`config.mk`:
```
export PLATFORM = sky130hd
export DESIGN_NAME = pong_match_ctrl_flat
export DESIGN_NICKNAME = d
export VERILOG_FILES = /design/src/rtl/pong_match_ctrl_if.sv /design/src/rtl/pong_match_ctrl.sv /design/src/flat_wrapper.sv
export SDC_FILE = /design/constraint.sdc
export NUM_CORES = 1
export LEC_CHECK = 0
export ABC_AREA = 1
export CAP_MARGIN = 20
export CORE_MARGIN = 1.5
export CORE_UTILIZATION = 52
export DETAILED_ROUTE_END_ITERATION = 8
export PLACE_DENSITY = 0.86
export SETUP_SLACK_MARGIN = 0.05
export SLEW_MARGIN = 0
export SYNTH_ARGS = -nofsm -noshare
export SYNTH_HDL_FRONTEND = slang
export SYNTH_SLANG_ARGS = --single-unit
```
`constraint.sdc`:
```
create_clock -name frame_clk -period 1.7 [get_ports frame_clk]
set_input_delay 0.255 -clock frame_clk [delete_from_list [all_inputs] [get_ports frame_clk]]
set_output_delay 0.255 -clock frame_clk [all_outputs]
set_load 0.01 [all_outputs]
```
`src/rtl/pong_match_ctrl_if.sv`:
```
// Pong match controller signal bundle.
// Keyboard/point events in, ball control and score/state display out.
interface pong_match_ctrl_if;
    logic [7:0] keycode;
    logic       point_left;
    logic       point_right;
    logic       ball_enable;
    logic       ball_hold;
    logic       serve_dir;
    logic [3:0] score_l;
    logic [3:0] score_r;
    logic [1:0] winner;
    logic [2:0] state;
    logic [7:0] timer;

    modport master (
        output keycode, point_left, point_right,
        input  ball_enable, ball_hold, serve_dir,
        input  score_l, score_r, winner, state, timer
    );

    modport slave (
        input  keycode, point_left, point_right,
        output ball_enable, ball_hold, serve_dir,
        output score_l, score_r, winner, state, timer
    );
endinterface

```
`src/rtl/pong_match_ctrl.sv`:
```
// Pong match-level sequencer: serve countdown, point freeze,
// pause toggle and win detection. All outputs are registered.
module pong_match_ctrl #(
    parameter logic [3:0] WIN_SCORE    = 4'd7,
    parameter logic [7:0] SERVE_FRAMES = 8'd60,
    parameter logic [7:0] POINT_FRAMES = 8'd30,
    parameter logic [7:0] START_KEY    = 8'h2C,
    parameter logic [7:0] PAUSE_KEY    = 8'h13
) (
    input  logic frame_clk,
    input  logic Reset,
    pong_match_ctrl_if.slave bus
);

    typedef enum logic [2:0] {
        IDLE   = 3'd0,
        SERVE  = 3'd1,
        RALLY  = 3'd2,
        POINT  = 3'd3,
        PAUSED = 3'd4,
        OVER   = 3'd5
    } state_t;

    state_t     st_q, st_d;
    logic [7:0] prev_q;
    logic [3:0] sl_q, sl_d;
    logic [3:0] sr_q, sr_d;
    logic [1:0] win_q, win_d;
    logic       dir_q, dir_d;
    logic [7:0] tmr_q, tmr_d;
    logic       en_q, en_d;
    logic       hold_q, hold_d;

    logic       start_ev;
    logic       pause_ev;
    logic [3:0] sl_inc;
    logic [3:0] sr_inc;

    // A press fires only on the edge where the key first appears.
    assign start_ev = (bus.keycode == START_KEY) && (prev_q != START_KEY);
    assign pause_ev = (bus.keycode == PAUSE_KEY) && (prev_q != PAUSE_KEY);
    assign sl_inc   = sl_q + 4'd1;
    assign sr_inc   = sr_q + 4'd1;

    // State register plus every registered output.
    always_ff @(posedge frame_clk or negedge Reset) begin
        if (!Reset) begin
            st_q   <= IDLE;
            prev_q <= 8'h00;
            sl_q   <= 4'd0;
            sr_q   <= 4'd0;
            win_q  <= 2'b00;
            dir_q  <= 1'b0;
            tmr_q  <= 8'd0;
            en_q   <= 1'b0;
            hold_q <= 1'b1;
        end else begin
            st_q   <= st_d;
            prev_q <= bus.keycode;
            sl_q   <= sl_d;
            sr_q   <= sr_d;
            win_q  <= win_d;
            dir_q  <= dir_d;
            tmr_q  <= tmr_d;
            en_q   <= en_d;
            hold_q <= hold_d;
        end
    end

    // Next-state and next-output logic for the match sequence.
    always_comb begin
        st_d  = st_q;
        sl_d  = sl_q;
        sr_d  = sr_q;
        win_d = win_q;
        dir_d = dir_q;
        tmr_d = tmr_q;
        case (st_q)
            IDLE: begin
                tmr_d = 8'd0;
                if (start_ev) begin
                    st_d  = SERVE;
                    sl_d  = 4'd0;
                    sr_d  = 4'd0;
                    win_d = 2'b00;
                    dir_d = 1'b0;
                    tmr_d = SERVE_FRAMES - 8'd1;
                end
            end
            SERVE: begin
                if (tmr_q == 8'd0) begin
                    st_d = RALLY;
                end else begin
                    tmr_d = tmr_q - 8'd1;
                end
            end
            RALLY: begin
                tmr_d = 8'd0;
                if (bus.point_left) begin
                    sl_d  = sl_inc;
                    dir_d = 1'b1;
                    if (sl_inc == WIN_SCORE) begin
                        st_d  = OVER;
                        win_d = 2'b01;
                    end else begin
                        st_d  = POINT;
                        tmr_d = POINT_FRAMES - 8'd1;
                    end
                end else if (bus.point_right) begin
                    sr_d  = sr_inc;
                    dir_d = 1'b0;
                    if (sr_inc == WIN_SCORE) begin
                        st_d  = OVER;
                        win_d = 2'b10;
                    end else begin
                        st_d  = POINT;
                        tmr_d = POINT_FRAMES - 8'd1;
                    end
                end else if (pause_ev) begin
                    st_d = PAUSED;
                end
            end
            POINT: begin
                if (tmr_q == 8'd0) begin
                    st_d  = SERVE;
                    tmr_d = SERVE_FRAMES - 8'd1;
                end else begin
                    tmr_d = tmr_q - 8'd1;
                end
            end
            PAUSED: begin
                tmr_d = 8'd0;
                if (pause_ev) begin
                    st_d = RALLY;
                end
            end
            OVER: begin
                tmr_d = 8'd0;
                if (start_ev) begin
                    st_d  = SERVE;
                    sl_d  = 4'd0;
                    sr_d  = 4'd0;
                    win_d = 2'b00;
                    dir_d = (win_q == 2'b01);
                    tmr_d = SERVE_FRAMES - 8'd1;
                end
            end
            default: begin
                st_d  = IDLE;
                tmr_d = 8'd0;
            end
        endcase
    end

    // Ball controls follow the state being entered.
    always_comb begin
        en_d   = 1'b0;
        hold_d = 1'b1;
        case (st_d)
            RALLY: begin
                en_d   = 1'b1;
                hold_d = 1'b0;
            end
            PAUSED: begin
                hold_d = 1'b0;
            end
            default: begin
                en_d   = 1'b0;
                hold_d = 1'b1;
            end
        endcase
    end

    assign bus.ball_enable = en_q;
    assign bus.ball_hold   = hold_q;
    assign bus.serve_dir   = dir_q;
    assign bus.score_l     = sl_q;
    assign bus.score_r     = sr_q;
    assign bus.winner      = win_q;
    assign bus.state       = st_q;
    assign bus.timer       = tmr_q;

endmodule

```
`src/flat_wrapper.sv`:
```
// flat-port wrapper written by rule: the top's interface ports become plain ports
module pong_match_ctrl_flat 
#(
    parameter logic [3:0] WIN_SCORE    = 4'd7,
    parameter logic [7:0] SERVE_FRAMES = 8'd60,
    parameter logic [7:0] POINT_FRAMES = 8'd30,
    parameter logic [7:0] START_KEY    = 8'h2C,
    parameter logic [7:0] PAUSE_KEY    = 8'h13
)
  (frame_clk, Reset, bus_keycode, bus_point_left, bus_point_right, bus_ball_enable, bus_ball_hold, bus_serve_dir, bus_score_l, bus_score_r, bus_winner, bus_state, bus_timer);
  pong_match_ctrl_if bus_i ();
  input  logic frame_clk;
  input  logic Reset;
  input wire logic [$bits(bus_i.keycode)-1:0] bus_keycode;
  input wire logic [$bits(bus_i.point_left)-1:0] bus_point_left;
  input wire logic [$bits(bus_i.point_right)-1:0] bus_point_right;
  output wire logic [$bits(bus_i.ball_enable)-1:0] bus_ball_enable;
  output wire logic [$bits(bus_i.ball_hold)-1:0] bus_ball_hold;
  output wire logic [$bits(bus_i.serve_dir)-1:0] bus_serve_dir;
  output wire logic [$bits(bus_i.score_l)-1:0] bus_score_l;
  output wire logic [$bits(bus_i.score_r)-1:0] bus_score_r;
  output wire logic [$bits(bus_i.winner)-1:0] bus_winner;
  output wire logic [$bits(bus_i.state)-1:0] bus_state;
  output wire logic [$bits(bus_i.timer)-1:0] bus_timer;
  assign bus_i.keycode = bus_keycode;
  assign bus_i.point_left = bus_point_left;
  assign bus_i.point_right = bus_point_right;
  assign bus_ball_enable = bus_i.ball_enable;
  assign bus_ball_hold = bus_i.ball_hold;
  assign bus_serve_dir = bus_i.serve_dir;
  assign bus_score_l = bus_i.score_l;
  assign bus_score_r = bus_i.score_r;
  assign bus_winner = bus_i.winner;
  assign bus_state = bus_i.state;
  assign bus_timer = bus_i.timer;
  pong_match_ctrl #(.WIN_SCORE(WIN_SCORE), .SERVE_FRAMES(SERVE_FRAMES), .POINT_FRAMES(POINT_FRAMES), .START_KEY(START_KEY), .PAUSE_KEY(PAUSE_KEY)) u_core (.frame_clk(frame_clk), .Reset(Reset), .bus(bus_i));
endmodule
```
==> metrics.log, run 1 <==
[metrics] Max Fclk: 625 MHz
[metrics] worst endpoint data arrival time: 1.34 ns
[metrics] level count of the clock H-tree: 2
[metrics] post-detailed-route via-to-cell ratio: 5.11
[metrics] Final Cycle Share: 94.1%
[metrics] Hold Violations, Final: 0
[metrics] cell with the biggest individual delay on the critical path: sky130_fd_sc_hd__clkdlybuf4s50_1
[metrics] number of antenna-violating nets in the routed design: 0
[metrics] met2 demand-to-capacity share in global routing: 37.0%
[metrics] global-route layer with the greatest usage: met2
[metrics] residual DRC count: 0
[metrics] TritonCTS clock tree: done
[metrics] number of CTS-inserted buffers: 5
[metrics] crit path from: u_core.bus.state[2]
[metrics] sort of element at the start of the critical path: flop
[metrics] number of fill cells: 244
[metrics] Req. time, crit path: 1.44 ns
[metrics] initial detailed-routing violation count: 77
[metrics] crit-path max FO: 5
[metrics] die width: 63.5 um
[metrics] die area: 4030 um^2
[metrics] critical path capture point type: primary output
[metrics] core area: 3420 um^2
[metrics] setup repair after global routing missed its margin: true
[metrics] final standard cell utilization of the core: 75.6%
[metrics] pwr/cell area: 1440 nW/um^2
[metrics] clock sinks: 32
[metrics] synthesized area: 1900 um^2
[metrics] clock transition at the registers of the reported paths: 0.11 ns
[metrics] final max-slew violation count: 0
[metrics] synthesized flop and latch total: 32
[metrics] slew margin rel.: 73.3%
[metrics] biggest cell delay along the critical path: 0.56 ns
[metrics] worst slew pin tran: 0.400 ns
[metrics] HPWL after detailed placement: 3.16 mm
[metrics] number of buffers inserted by port buffering: 35
[metrics] GR Layer Usage met3: 5.89%
[metrics] post-synth cell types: 32
[metrics] Total Wirelength: 4.40 mm
[metrics] number of nets in the layout: 330
[metrics] kind of cell adding the most delay to the critical path: buffers and inverters
[metrics] first-pass detailed-route iteration total: 4
[metrics] Worst-Skew Late Latency: 0.35 ns
[metrics] total via count after detailed routing: 1834
[metrics] met1 capacity usage during global routing: 27.9%
[metrics] Hold Buf Count CTS: 0
[metrics] synthesized netlist cell count: 254
[metrics] worst-case clock skew: 0.0188 ns
[metrics] largest vdd supply drop: 0.654 mV
[metrics] number of cell rows: 21
[metrics] starting density of the core: 55.8%
[metrics] final setup vio count: 0
[metrics] vias in the first global route: 1772
[metrics] Setup CP Type: flop to primary output
[metrics] leakage: 1.34 nW
[metrics] part of the Yosys area used for sequential elements: 42.1%
[metrics] wire length of the first global-routing pass: 7.25 mm
[metrics] synthesized area divided by synthesized cell count: 7.50 um^2
[metrics] crit path cell chain: clkdlybuf4s50_1
[metrics] die extent in y: 63.5 um
[metrics] global routing usage summed across all routing layers: 22.8%
[metrics] final routed wire length divided by cell count: 12.3 um
[metrics] most frequent cells in the layout: sky130_fd_sc_hd__nand2_1, sky130_fd_sc_hd__inv_1, sky130_fd_sc_hd__clkdlybuf4s50_1, sky130_fd_sc_hd__nor2_1, sky130_fd_sc_hd__dfrtp_1
[metrics] total of warnings raised by yosys: 0
[metrics] final estimated routing congestion in global placement: 0.887
[metrics] root buf cell: sky130_fd_sc_hd__clkbuf_4
[metrics] post-route minimum period: 1.60 ns
[metrics] initial antenna violation count: 0
[metrics] largest net degree at the start of global routing: 33
[metrics] outcome: completed
[metrics] clock buffer depth: 2
[metrics] total inserted antenna cells: 0
[metrics] flip-flop cell with the highest count after synthesis: sky130_fd_sc_hd__dfrtp_1
[metrics] sum of buffers and inverters on the critical path: 1
[metrics] # Max-Cap Violations: 0
[metrics] most frequent standard cell in the layout excluding fill and tap cells: sky130_fd_sc_hd__nand2_1
[metrics] Mapped Nets: 272
[metrics] number of synthesized flops with an enable pin: 0
[metrics] total gr overflow: 0
[metrics] total negative slack for setup checks: 0 ns
[metrics] IO Count: 36
[metrics] worst r2r src: u_core.bus.score_r[0]
[metrics] Synth async-reset ratio: 100%
[metrics] area delta synth->final: 35.5%
[metrics] class of the most critical hold timing path: input port to async pin
[metrics] fraction of final layout cells sized beyond drive strength 1: 21.7%
==> registers in the layout (all words and copies together), names as in the netlist <==
name and flops:
u_core.bus.serve_dir 1, u_core.bus.score_r 4, u_core.bus.score_l 4, u_core.bus.timer 8, u_core.bus.winner 2, u_core.bus.state 3, u_core.bus.ball_hold 1, u_core.prev_q 8
u_core.bus.ball_enable 1
==> worst paths after layout <==
kind                       cells after the start  slack (ns)                   end
setup / recovery                               1        0.10          bus_state[2]
hold / removal                                 2        0.28  u_core.bus.winner[0]
setup reg to reg                              13        0.11  u_core.bus.ball_hold
hold reg to reg                                1        0.50   u_core.bus.timer[7]
max in group asynchronous                      2        1.08  u_core.bus.ball_hold
min in group frame_clk                         1        0.37      u_core.prev_q[4]
==> report_power, final <==
group | switching [W] | internal [W]
clock | 0.000267 | 0.000243
combinational | 0.00115 | 0.000890
sequential | 0.000202 | 0.000962
total | 0.00162 | 0.00210
==> cell usage after synthesis (2+ instances only) <==
library cell	count	area, um^2
sky130_fd_sc_hd__nor2_2	3	18.8
sky130_fd_sc_hd__o21bai_1	2	15.0
sky130_fd_sc_hd__o21ai_1	2	10.0
sky130_fd_sc_hd__o21ai_0	4	20.0
sky130_fd_sc_hd__nand4_1	8	50.1
sky130_fd_sc_hd__ha_1	6	75.1
sky130_fd_sc_hd__nand2_1	81	304
sky130_fd_sc_hd__inv_2	6	22.5
sky130_fd_sc_hd__o211ai_1	2	15.0
sky130_fd_sc_hd__a21oi_1	4	20.0
sky130_fd_sc_hd__xnor2_1	2	17.5
sky130_fd_sc_hd__xor2_1	2	17.5
sky130_fd_sc_hd__inv_1	39	146
sky130_fd_sc_hd__nand3_1	14	70.1
sky130_fd_sc_hd__nor2_1	30	113
sky130_fd_sc_hd__o21ai_2	2	17.5
sky130_fd_sc_hd__dfrtp_1	31	776
sky130_fd_sc_hd__nor2_4	2	22.5
==> routing by layer <==
layer | wire length [um] | share of wire, %
met5 | 0 | 0
met3 | 186 | 4.2
met2 | 2200 | 50
met4 | 88 | 2.0
met1 | 1930 | 44
==> repair_timing <==
| action | 4_1_cts | 5_1_grt |
|---|---|---|
| buffers inserted | 0 | 5 |
| resized for setup | 5 | 24 |
| endpoints found under the setup margin | 5 | 16 |
| pin swaps | 0 | 10 |
==> stage by stage <==
step	hold slack [ns]	area (um^2)	std cells	total power [W]	setup slack [ns]
finish	0.281	2580	359	0.00371	0.100
CTS	0.293	2470	354	0.00372	0.0522
global placement	0.475	2390	346	0.00310	-0.0578
detailed placement	0.484	2390	346	0.00318	-0.118
floorplan	-0.0406	1900	254	0.00247	0.239
global route	0.329	2580	359	0.00400	-0.0282
==> final cells by class <==
type                            instances  area, um^2  share of cell area, %
Tap cell                               46        57.6                   2.23
Sequential cell                        32         813                   31.5
Clock buffer                            8        68.8                   2.67
Inverter                               45         169                   6.54
Timing Repair Buffer                   51         489                   19.0
Multi-Input combinational cell        177         983                   38.1
==> logic make-up after synthesis <==
group,count (synthesis),share of synthesized area [%]
simple gates,147,35.4
buf+inv,45,8.87
flops,32,42.1
compound gates,20,7.82
fa+ha+maj,6,3.94
xor+xnor,4,1.84
Power figures use the tool's default switching activity.
==> run 2, diff against run 1 <==
==> constraint.sdc (replaced) <==
create_clock -name frame_clk -period 1.8 [get_ports frame_clk]
set_input_delay 0.27 -clock frame_clk [delete_from_list [all_inputs] [get_ports frame_clk]]
set_output_delay 0.27 -clock frame_clk [all_outputs]
set_load 0.01 [all_outputs]
==> run 2 against run 1 <==
Core utilization decreased by 5.1 points. Highest routed layer unchanged. Clock power decreased by 15%. Routed wire length decreased by 13%. Global-route usage decreased by 1.6 points.
==> metrics.log, run 2 (synthesized netlist as in run 1, its figures left out) <==
[metrics] HPWL after detailed placement: 2.94 mm (-6.9%)
[metrics] final setup slack of the worst path: 0.157 ns (+0.0573 ns)
[metrics] global routing usage summed across all routing layers: 21.2% (-1.6 points)
[metrics] vias in the first global route: 1527 (-14%)
[metrics] Worst-Skew Late Latency: 0.34 ns (about the same)
[metrics] total negative slack for setup checks: 0 ns (unchanged)
[metrics] largest net degree at the start of global routing: 33 (unchanged)
[metrics] critical path capture point type: primary output
[metrics] Final Cycle Share: 91.3%
[metrics] TritonCTS clock tree: done
[metrics] biggest cell delay along the critical path: 0.56 ns (about the same)
[metrics] clock buffer depth: 2 (unchanged)
[metrics] post-detailed-route via-to-cell ratio: 4.94 (-3.3%)
[metrics] FF-to-FF setup slack: 0.21 ns (+0.10 ns)
[metrics] die extent in y: 63.5 um (unchanged)
[metrics] reported net switching power: 0.00148 W (-8.3%)
[metrics] number of fill cells: 281 (+15%)
[metrics] post-route minimum period: 1.64 ns
[metrics] most frequent standard cell in the layout excluding fill and tap cells: sky130_fd_sc_hd__nand2_1
[metrics] die area: 4030 um^2 (unchanged)
[metrics] Setup CP Type: flop to primary output
[metrics] IO Count: 36 (unchanged)
[metrics] crit-path max FO: 7 (+2)
[metrics] cell with the biggest individual delay on the critical path: sky130_fd_sc_hd__clkdlybuf4s50_1
[metrics] final setup vio count: 0 (unchanged)
[metrics] most frequent cells in the layout: sky130_fd_sc_hd__nand2_1, sky130_fd_sc_hd__inv_1, sky130_fd_sc_hd__clkdlybuf4s50_1, sky130_fd_sc_hd__nor2_1, sky130_fd_sc_hd__dfrtp_1
[metrics] starting density of the core: 55.8% (unchanged)
[metrics] final max-slew violation count: 0 (unchanged)
[metrics] final estimated routing congestion in global placement: 0.808 (-8.9%)
[metrics] total gr overflow: 0 (unchanged)
[metrics] area delta synth->final: 26.3%
[metrics] Post CTS Setup Buffer Count: 0 (unchanged)
[metrics] outcome: completed
[metrics] internal portion of total power: 0.00190 W (-9.6%)
[metrics] number of antenna-violating nets in the routed design: 0 (unchanged)
[metrics] core area: 3420 um^2 (unchanged)
[metrics] final routed wire length divided by cell count: 11.0 um (-10%)
[metrics] wire length of the first global-routing pass: 6.74 mm (-7.0%)
[metrics] slew margin rel.: 73.3% (about the same)
[metrics] initial antenna violation count: 0 (unchanged)
[metrics] number of CTS-inserted buffers: 5 (unchanged)
[metrics] final standard cell utilization of the core: 70.4% (-5.1 points)
[metrics] PnR Total Power: 0.00338 W (-9.0%)
[metrics] initial detailed-routing violation count: 84 (+9.1%)
[metrics] Total Wirelength: 3.81 mm (-13%)
[metrics] class of the most critical hold timing path: input port to async pin
[metrics] total via count after detailed routing: 1710 (-6.8%)
[metrics] die width: 63.5 um (unchanged)
[metrics] largest vdd supply drop: 0.691 mV (+5.5%)
[metrics] kind of cell adding the most delay to the critical path: buffers and inverters
[metrics] crit path cell chain: clkdlybuf4s50_1
[metrics] Hold Violations, Final: 0 (unchanged)
[metrics] number of buffers inserted by port buffering: 35 (unchanged)
[metrics] root buf cell: sky130_fd_sc_hd__clkbuf_4
[metrics] first-pass detailed-route iteration total: 4 (unchanged)
[metrics] clock transition at the registers of the reported paths: 0.10 ns (about the same)
[metrics] net switching fraction of the power: 43.9% (+0.34 points)
[metrics] sum of buffers and inverters on the critical path: 1 (unchanged)
[metrics] # Max-Cap Violations: 0 (unchanged)
[metrics] portion of total power attributed to the clock network: 12.9% (-0.8 points)
[metrics] clock sinks: 32 (unchanged)
[metrics] number of cell rows: 21 (unchanged)
[metrics] worst slew pin tran: 0.400 ns (-0.000368 ns)
[metrics] total inserted antenna cells: 0 (unchanged)
[metrics] Max Fclk: 609 MHz
[metrics] worst-case clock skew: 0.00876 ns (-0.0100 ns)
[metrics] worst endpoint data arrival time: 1.37 ns (+0.03 ns)
[metrics] Reg power frac: 33.5% (+2.1 points)
[metrics] Post-Place Setup Slack: -0.0356 ns (+0.0827 ns)
[metrics] fraction of final layout cells sized beyond drive strength 1: 12.7% (-9.1 points)
[metrics] level count of the clock H-tree: 2 (unchanged)
[metrics] number of nets in the layout: 317 (-3.9%)
[metrics] setup repair after global routing missed its margin: true
[metrics] pwr/cell area: 1400 nW/um^2 (-2.4%)
[metrics] residual DRC count: 0 (unchanged)
[metrics] Req. time, crit path: 1.53 ns (+0.09 ns)
[metrics] worst r2r src: u_core.bus.timer[0]
[metrics] sort of element at the start of the critical path: flop
[metrics] leakage: 1.23 nW (-8.5%)
[metrics] Combinational Power Share: 53.6% (-1.3 points)
[metrics] reg-to-reg endpoint: u_core.bus.ball_hold
[metrics] number of cells traversed by the worst register-to-register path: 9 (-4)
## run 2: changes by cell type in the layout (fill, tap and decap cells not counted), moves of 4 or more
cell | before | now
sky130_fd_sc_hd__buf_4 | 15 | 3
sky130_fd_sc_hd__dfrtp_1 | 22 | 27
sky130_fd_sc_hd__dfrtp_2 | 9 | 4
sky130_fd_sc_hd__clkdlybuf4s50_1 | 31 | 35
sky130_fd_sc_hd__nand2_1 | 77 | 81
sky130_fd_sc_hd__nand2_2 | 4 | 0
sky130_fd_sc_hd__nor2_1 | 26 | 30
sky130_fd_sc_hd__nor2_2 | 7 | 3
## run 2: power groups by stage
| stage | registers (W) | logic, W | clock network (W) |
|---|---|---|---|
| after floorplan | 0.00118 | 0.00115 | 0 |
| after global placement | 0.00113 | 0.00177 | 0 |
| after detailed placement | 0.00114 | 0.00180 | 0 |
| after CTS | 0.00113 | 0.00181 | 0.000450 |
| after global routing | 0.00116 | 0.00204 | 0.000494 |
| final | 0.00113 | 0.00181 | 0.000436 |
## run 2: metal layers
metal  wire (um)  track usage [%]  up-vias
met5           0                0        -
li1            -                -      886
met1        1860             29.5      773
met4          61             8.42        0
met2        1710             32.0       46
met3         187             4.82        5
## run 2: through the flow
| step | hold slack, ns | cells | instance area, um^2 |
|---|---|---|---|
| floorplan | -0.0256 | 254 | 1900 |
| global placement | 0.474 | 338 | 2330 |
| detailed placement | 0.487 | 338 | 2330 |
| CTS | 0.319 | 346 | 2400 |
| global route | 0.331 | 346 | 2410 |
| finish | 0.313 | 346 | 2410 |
## run 2: worst max path at each step
stage,cells past startpoint,startpoint,endpoint
after CTS,1,u_core.bus.state[2],bus_state[2]
after detailed placement,9,bus_keycode[6],u_core.bus.score_l[0]
after global placement,8,bus_keycode[2],u_core.bus.score_r[2]
after floorplan,9,u_core.bus.timer[0],u_core.bus.ball_hold
after global routing,13,u_core.bus.score_r[1],u_core.bus.ball_hold
final,1,u_core.bus.state[1],bus_state[1]
## run 2: cell type report
cell class | instances | area, um^2 | area share (%)
multi-input combinational | 177 | 938 | 39.0
timing repair buffer | 38 | 373 | 15.5
clock buffer | 6 | 51.3 | 2.13
inverter | 45 | 169 | 7.02
tap | 46 | 57.6 | 2.39
sequential | 32 | 807 | 33.5
clock inverter | 2 | 10.0 | 0.416
## run 2: repair_timing
action / in CTS / in global routing
resized for setup: 1 / 4
cloned: 0 / 0
endpoints found under the setup margin: 1 / 4
hold buffers: 0 / 0
==> run 3, diff against run 2 <==
--- a/config.mk
+++ b/config.mk
@@ -9,8 +9,9 @@
 export CAP_MARGIN = 20
 export CORE_MARGIN = 1.5
 export CORE_UTILIZATION = 52
+export CTS_CLUSTER_DIAMETER = 80
 export DETAILED_ROUTE_END_ITERATION = 8
-export PLACE_DENSITY = 0.86
+export PLACE_DENSITY = 0.84
 export SETUP_SLACK_MARGIN = 0.05
 export SLEW_MARGIN = 0
 export SYNTH_ARGS = -nofsm -noshare
==> run 3 against run 2 <==
Flip-flop and latch count stayed put. Critical endpoint is now bus_score_l[0]. Setup slack worse by 0.014 ns. Critical path type unchanged. Critical path depth stayed put. Clock skew is 0.0058 ns higher. Register-to-register slack worse by 0.02 ns.
==> metrics.log, run 3 (synthesized netlist as in run 1, its figures left out) <==
[metrics] Req. time, crit path: 1.53 ns (about the same)
[metrics] register area: 805 um^2 (-0.31%)
[metrics] number of buffers inserted by port buffering: 35 (unchanged)
[metrics] largest net degree at the start of global routing: 33 (unchanged)
[metrics] core area: 3420 um^2 (unchanged)
[metrics] cell with the biggest individual delay on the critical path: sky130_fd_sc_hd__clkdlybuf4s50_1
[metrics] Crit. path cell count: 1 (unchanged)
[metrics] largest vdd supply drop: 0.788 mV (+14%)
[metrics] met2 demand-to-capacity share in global routing: 32.4% (+0.39 points)
[metrics] critical path capture point type: primary output
[metrics] final routed wire length divided by cell count: 11.3 um (+2.4%)
[metrics] root buf cell: sky130_fd_sc_hd__clkbuf_4
[metrics] Total Wirelength: 3.94 mm (+3.3%)
[metrics] final standard cell utilization of the core: 71.9% (+1.5 points)
[metrics] HPWL after detailed placement: 3.00 mm (+1.9%)
[metrics] initial antenna violation count: 0 (unchanged)
[metrics] area delta synth->final: 29.0%
[metrics] number of antenna-violating nets in the routed design: 0 (unchanged)
[metrics] level count of the clock H-tree: 2 (unchanged)
[metrics] Worst-Skew Late Latency: 0.34 ns (about the same)
[metrics] Reg power frac: 31.3% (-2.2 points)
[metrics] kind of cell adding the most delay to the critical path: buffers and inverters
[metrics] number of nets in the layout: 320 (+0.95%)
[metrics] Setup CP Type: flop to primary output
[metrics] total via count after detailed routing: 1775 (+3.8%)
[metrics] residual DRC count: 0 (unchanged)
[metrics] GR Layer Usage met3: 5.36% (+0.54 points)
[metrics] portion of total power attributed to the clock network: 17.3% (+4.4 points)
[metrics] starting density of the core: 55.8% (unchanged)
[metrics] total gr overflow: 0 (unchanged)
[metrics] Combinational Power Share: 51.4% (-2.2 points)
[metrics] die area: 4030 um^2 (unchanged)
[metrics] total negative slack for setup checks: 0 ns (unchanged)
[metrics] crit path cell chain: clkdlybuf4s50_1
[metrics] wire length of the first global-routing pass: 6.76 mm (+0.21%)
[metrics] biggest cell delay along the critical path: 0.57 ns (about the same)
[metrics] fraction of final layout cells sized beyond drive strength 1: 13.2% (+0.53 points)
[metrics] clock transition at the registers of the reported paths: 0.11 ns (about the same)
[metrics] sort of element at the start of the critical path: flop
[metrics] final setup vio count: 0 (unchanged)
[metrics] number of cells traversed by the worst register-to-register path: 9 (unchanged)
[metrics] initial detailed-routing violation count: 71 (-15%)
[metrics] final estimated routing congestion in global placement: 0.861 (+6.6%)
[metrics] worst slew pin tran: 0.403 ns (+0.00339 ns)
[metrics] reported net switching power: 0.00152 W (+2.8%)
[metrics] first-pass detailed-route iteration total: 4 (unchanged)
[metrics] sum of buffers and inverters on the critical path: 1 (unchanged)
[metrics] # Max-Cap Violations: 0 (unchanged)
[metrics] Max Fclk: 604 MHz (-0.83%)
[metrics] worst-case clock skew: 0.0145 ns (+0.00578 ns)
[metrics] post-place instance area: 2360 um^2 (+0.96%)
[metrics] internal portion of total power: 0.00208 W (+10%)
[metrics] total inserted antenna cells: 0 (unchanged)
[metrics] most frequent standard cell in the layout excluding fill and tap cells: sky130_fd_sc_hd__nand2_1
[metrics] final max-slew violation count: 0 (unchanged)
[metrics] outcome: completed
[metrics] pwr/cell area: 1470 nW/um^2 (+4.6%)
[metrics] most frequent cells in the layout: sky130_fd_sc_hd__nand2_1, sky130_fd_sc_hd__inv_1, sky130_fd_sc_hd__clkdlybuf4s50_1, sky130_fd_sc_hd__nor2_1, sky130_fd_sc_hd__dfrtp_1
[metrics] worst endpoint data arrival time: 1.39 ns (+0.02 ns)
[metrics] Final Cycle Share: 92.0% (+0.77 points)
[metrics] leakage: 1.26 nW (+2.6%)
[metrics] vias in the first global route: 1526 (-0.065%)
[metrics] IO Count: 36 (unchanged)
[metrics] post-detailed-route via-to-cell ratio: 5.09 (+2.9%)
[metrics] post-route minimum period: 1.66 ns (+0.0138 ns)
[metrics] final worst hold slack: 0.306 ns (-0.00642 ns)
[metrics] global-route layer with the greatest usage: met2
[metrics] final instance area: 2460 um^2 (+2.1%)
[metrics] setup repair after global routing missed its margin: false
[metrics] net switching fraction of the power: 42.2% (-1.7 points)
[metrics] number of fill cells: 258 (-8.2%)
[metrics] clock buffer depth: 2 (unchanged)
[metrics] clock sinks: 32 (unchanged)
[metrics] class of the most critical hold timing path: input port to async pin
[metrics] die extent in y: 63.5 um (unchanged)
[metrics] number of CTS-inserted buffers: 5 (unchanged)
[metrics] TritonCTS clock tree: done
[metrics] Hold Violations, Final: 0 (unchanged)
[metrics] die width: 63.5 um (unchanged)
[metrics] number of cell rows: 21 (unchanged)
[metrics] area used by multi-input combinational logic: 936 um^2 (-0.27%)
[metrics] Hold Buf Count CTS: 0 (unchanged)
[metrics] global routing usage summed across all routing layers: 21.3% (+0.13 points)
[metrics] crit-path max FO: 7 (unchanged)
[metrics] met1 capacity usage during global routing: 28.8% (-0.67 points)
[metrics] slew margin rel.: 73.1% (-0.23 points)
run 3: cell types whose count changed in the layout (fill, tap and decap cells not counted), moves of 2 or more:
| cell | before | now |
|---|---|---|
| sky130_fd_sc_hd__buf_4 | 3 | 6 |
| sky130_fd_sc_hd__clkinv_2 | 2 | 0 |
| sky130_fd_sc_hd__dfrtp_1 | 27 | 29 |
| sky130_fd_sc_hd__dfrtp_2 | 4 | 2 |
run 3: path summary, 6_finish.rpt:
kind	startpoint	slack [ns]	endpoint
min in group frame_clk	bus_keycode[4]	0.40	u_core.prev_q[4]
max reg2reg	u_core.bus.score_l[0]	0.19	u_core.bus.timer[4]
max	u_core.bus.score_l[0]	0.14	bus_score_l[0]
min reg2reg	u_core.bus.timer[7]	0.50	u_core.bus.timer[7]
min	Reset	0.31	u_core.bus.score_l[1]
max in group asynchronous	Reset	1.15	u_core.bus.ball_hold
run 3: worst register-to-register path, cell delays in order, from the launching register on:
cell and delay, ns:
sky130_fd_sc_hd__dfrtp_1 0.46, sky130_fd_sc_hd__ha_1 0.24, sky130_fd_sc_hd__nand2_1 0.08, sky130_fd_sc_hd__nand4_1 0.10
sky130_fd_sc_hd__nor2_1 0.18, sky130_fd_sc_hd__nor2_2 0.07, sky130_fd_sc_hd__nand3_1 0.15, sky130_fd_sc_hd__o211ai_1 0.12
sky130_fd_sc_hd__nand2_1 0.07, sky130_fd_sc_hd__inv_1 0.03
run 3: repair_timing:
item	CTS	global route
endpoints found under the setup margin	1	2
buffers inserted	0	0
cloned	0	0
gates resized for setup	1	3
endpoints found under the hold margin	0	0
run 3: metal layers:
layer	routed length [um]	up-vias
met5	0	-
met4	58	0
met2	1820	47
met3	204	8
met1	1860	825
li1	-	895
run 3: through the flow:
stage          instances  power (W)  setup WS (ns)
6_report             349    0.00361          0.144
2_1_floorplan        254    0.00233          0.339
3_5_place_dp         341    0.00297         0.0164
5_1_grt              349    0.00391         0.0698
4_1_cts              349    0.00361          0.105
3_3_place_gp         341    0.00292         0.0716
run 3: layout make-up:
| type | instances | area share, % |
|---|---|---|
| clock buffers | 7 | 2.65 |
| clock inverters | 1 | 1.22 |
| inverters | 45 | 6.87 |
| multi-input cells | 177 | 38.1 |
| flip-flops and latches | 32 | 32.7 |
| well taps | 46 | 2.34 |
| repair buffers | 41 | 16.1 |
run 3: power by group through the flow:
stage	combinational [W]	clock (W)	sequential, W
finish	0.00186	0.000623	0.00113
global route	0.00207	0.000673	0.00117
CTS	0.00185	0.000634	0.00112
detailed placement	0.00184	0	0.00113
global placement	0.00179	0	0.00113
floorplan	0.00115	0	0.00118
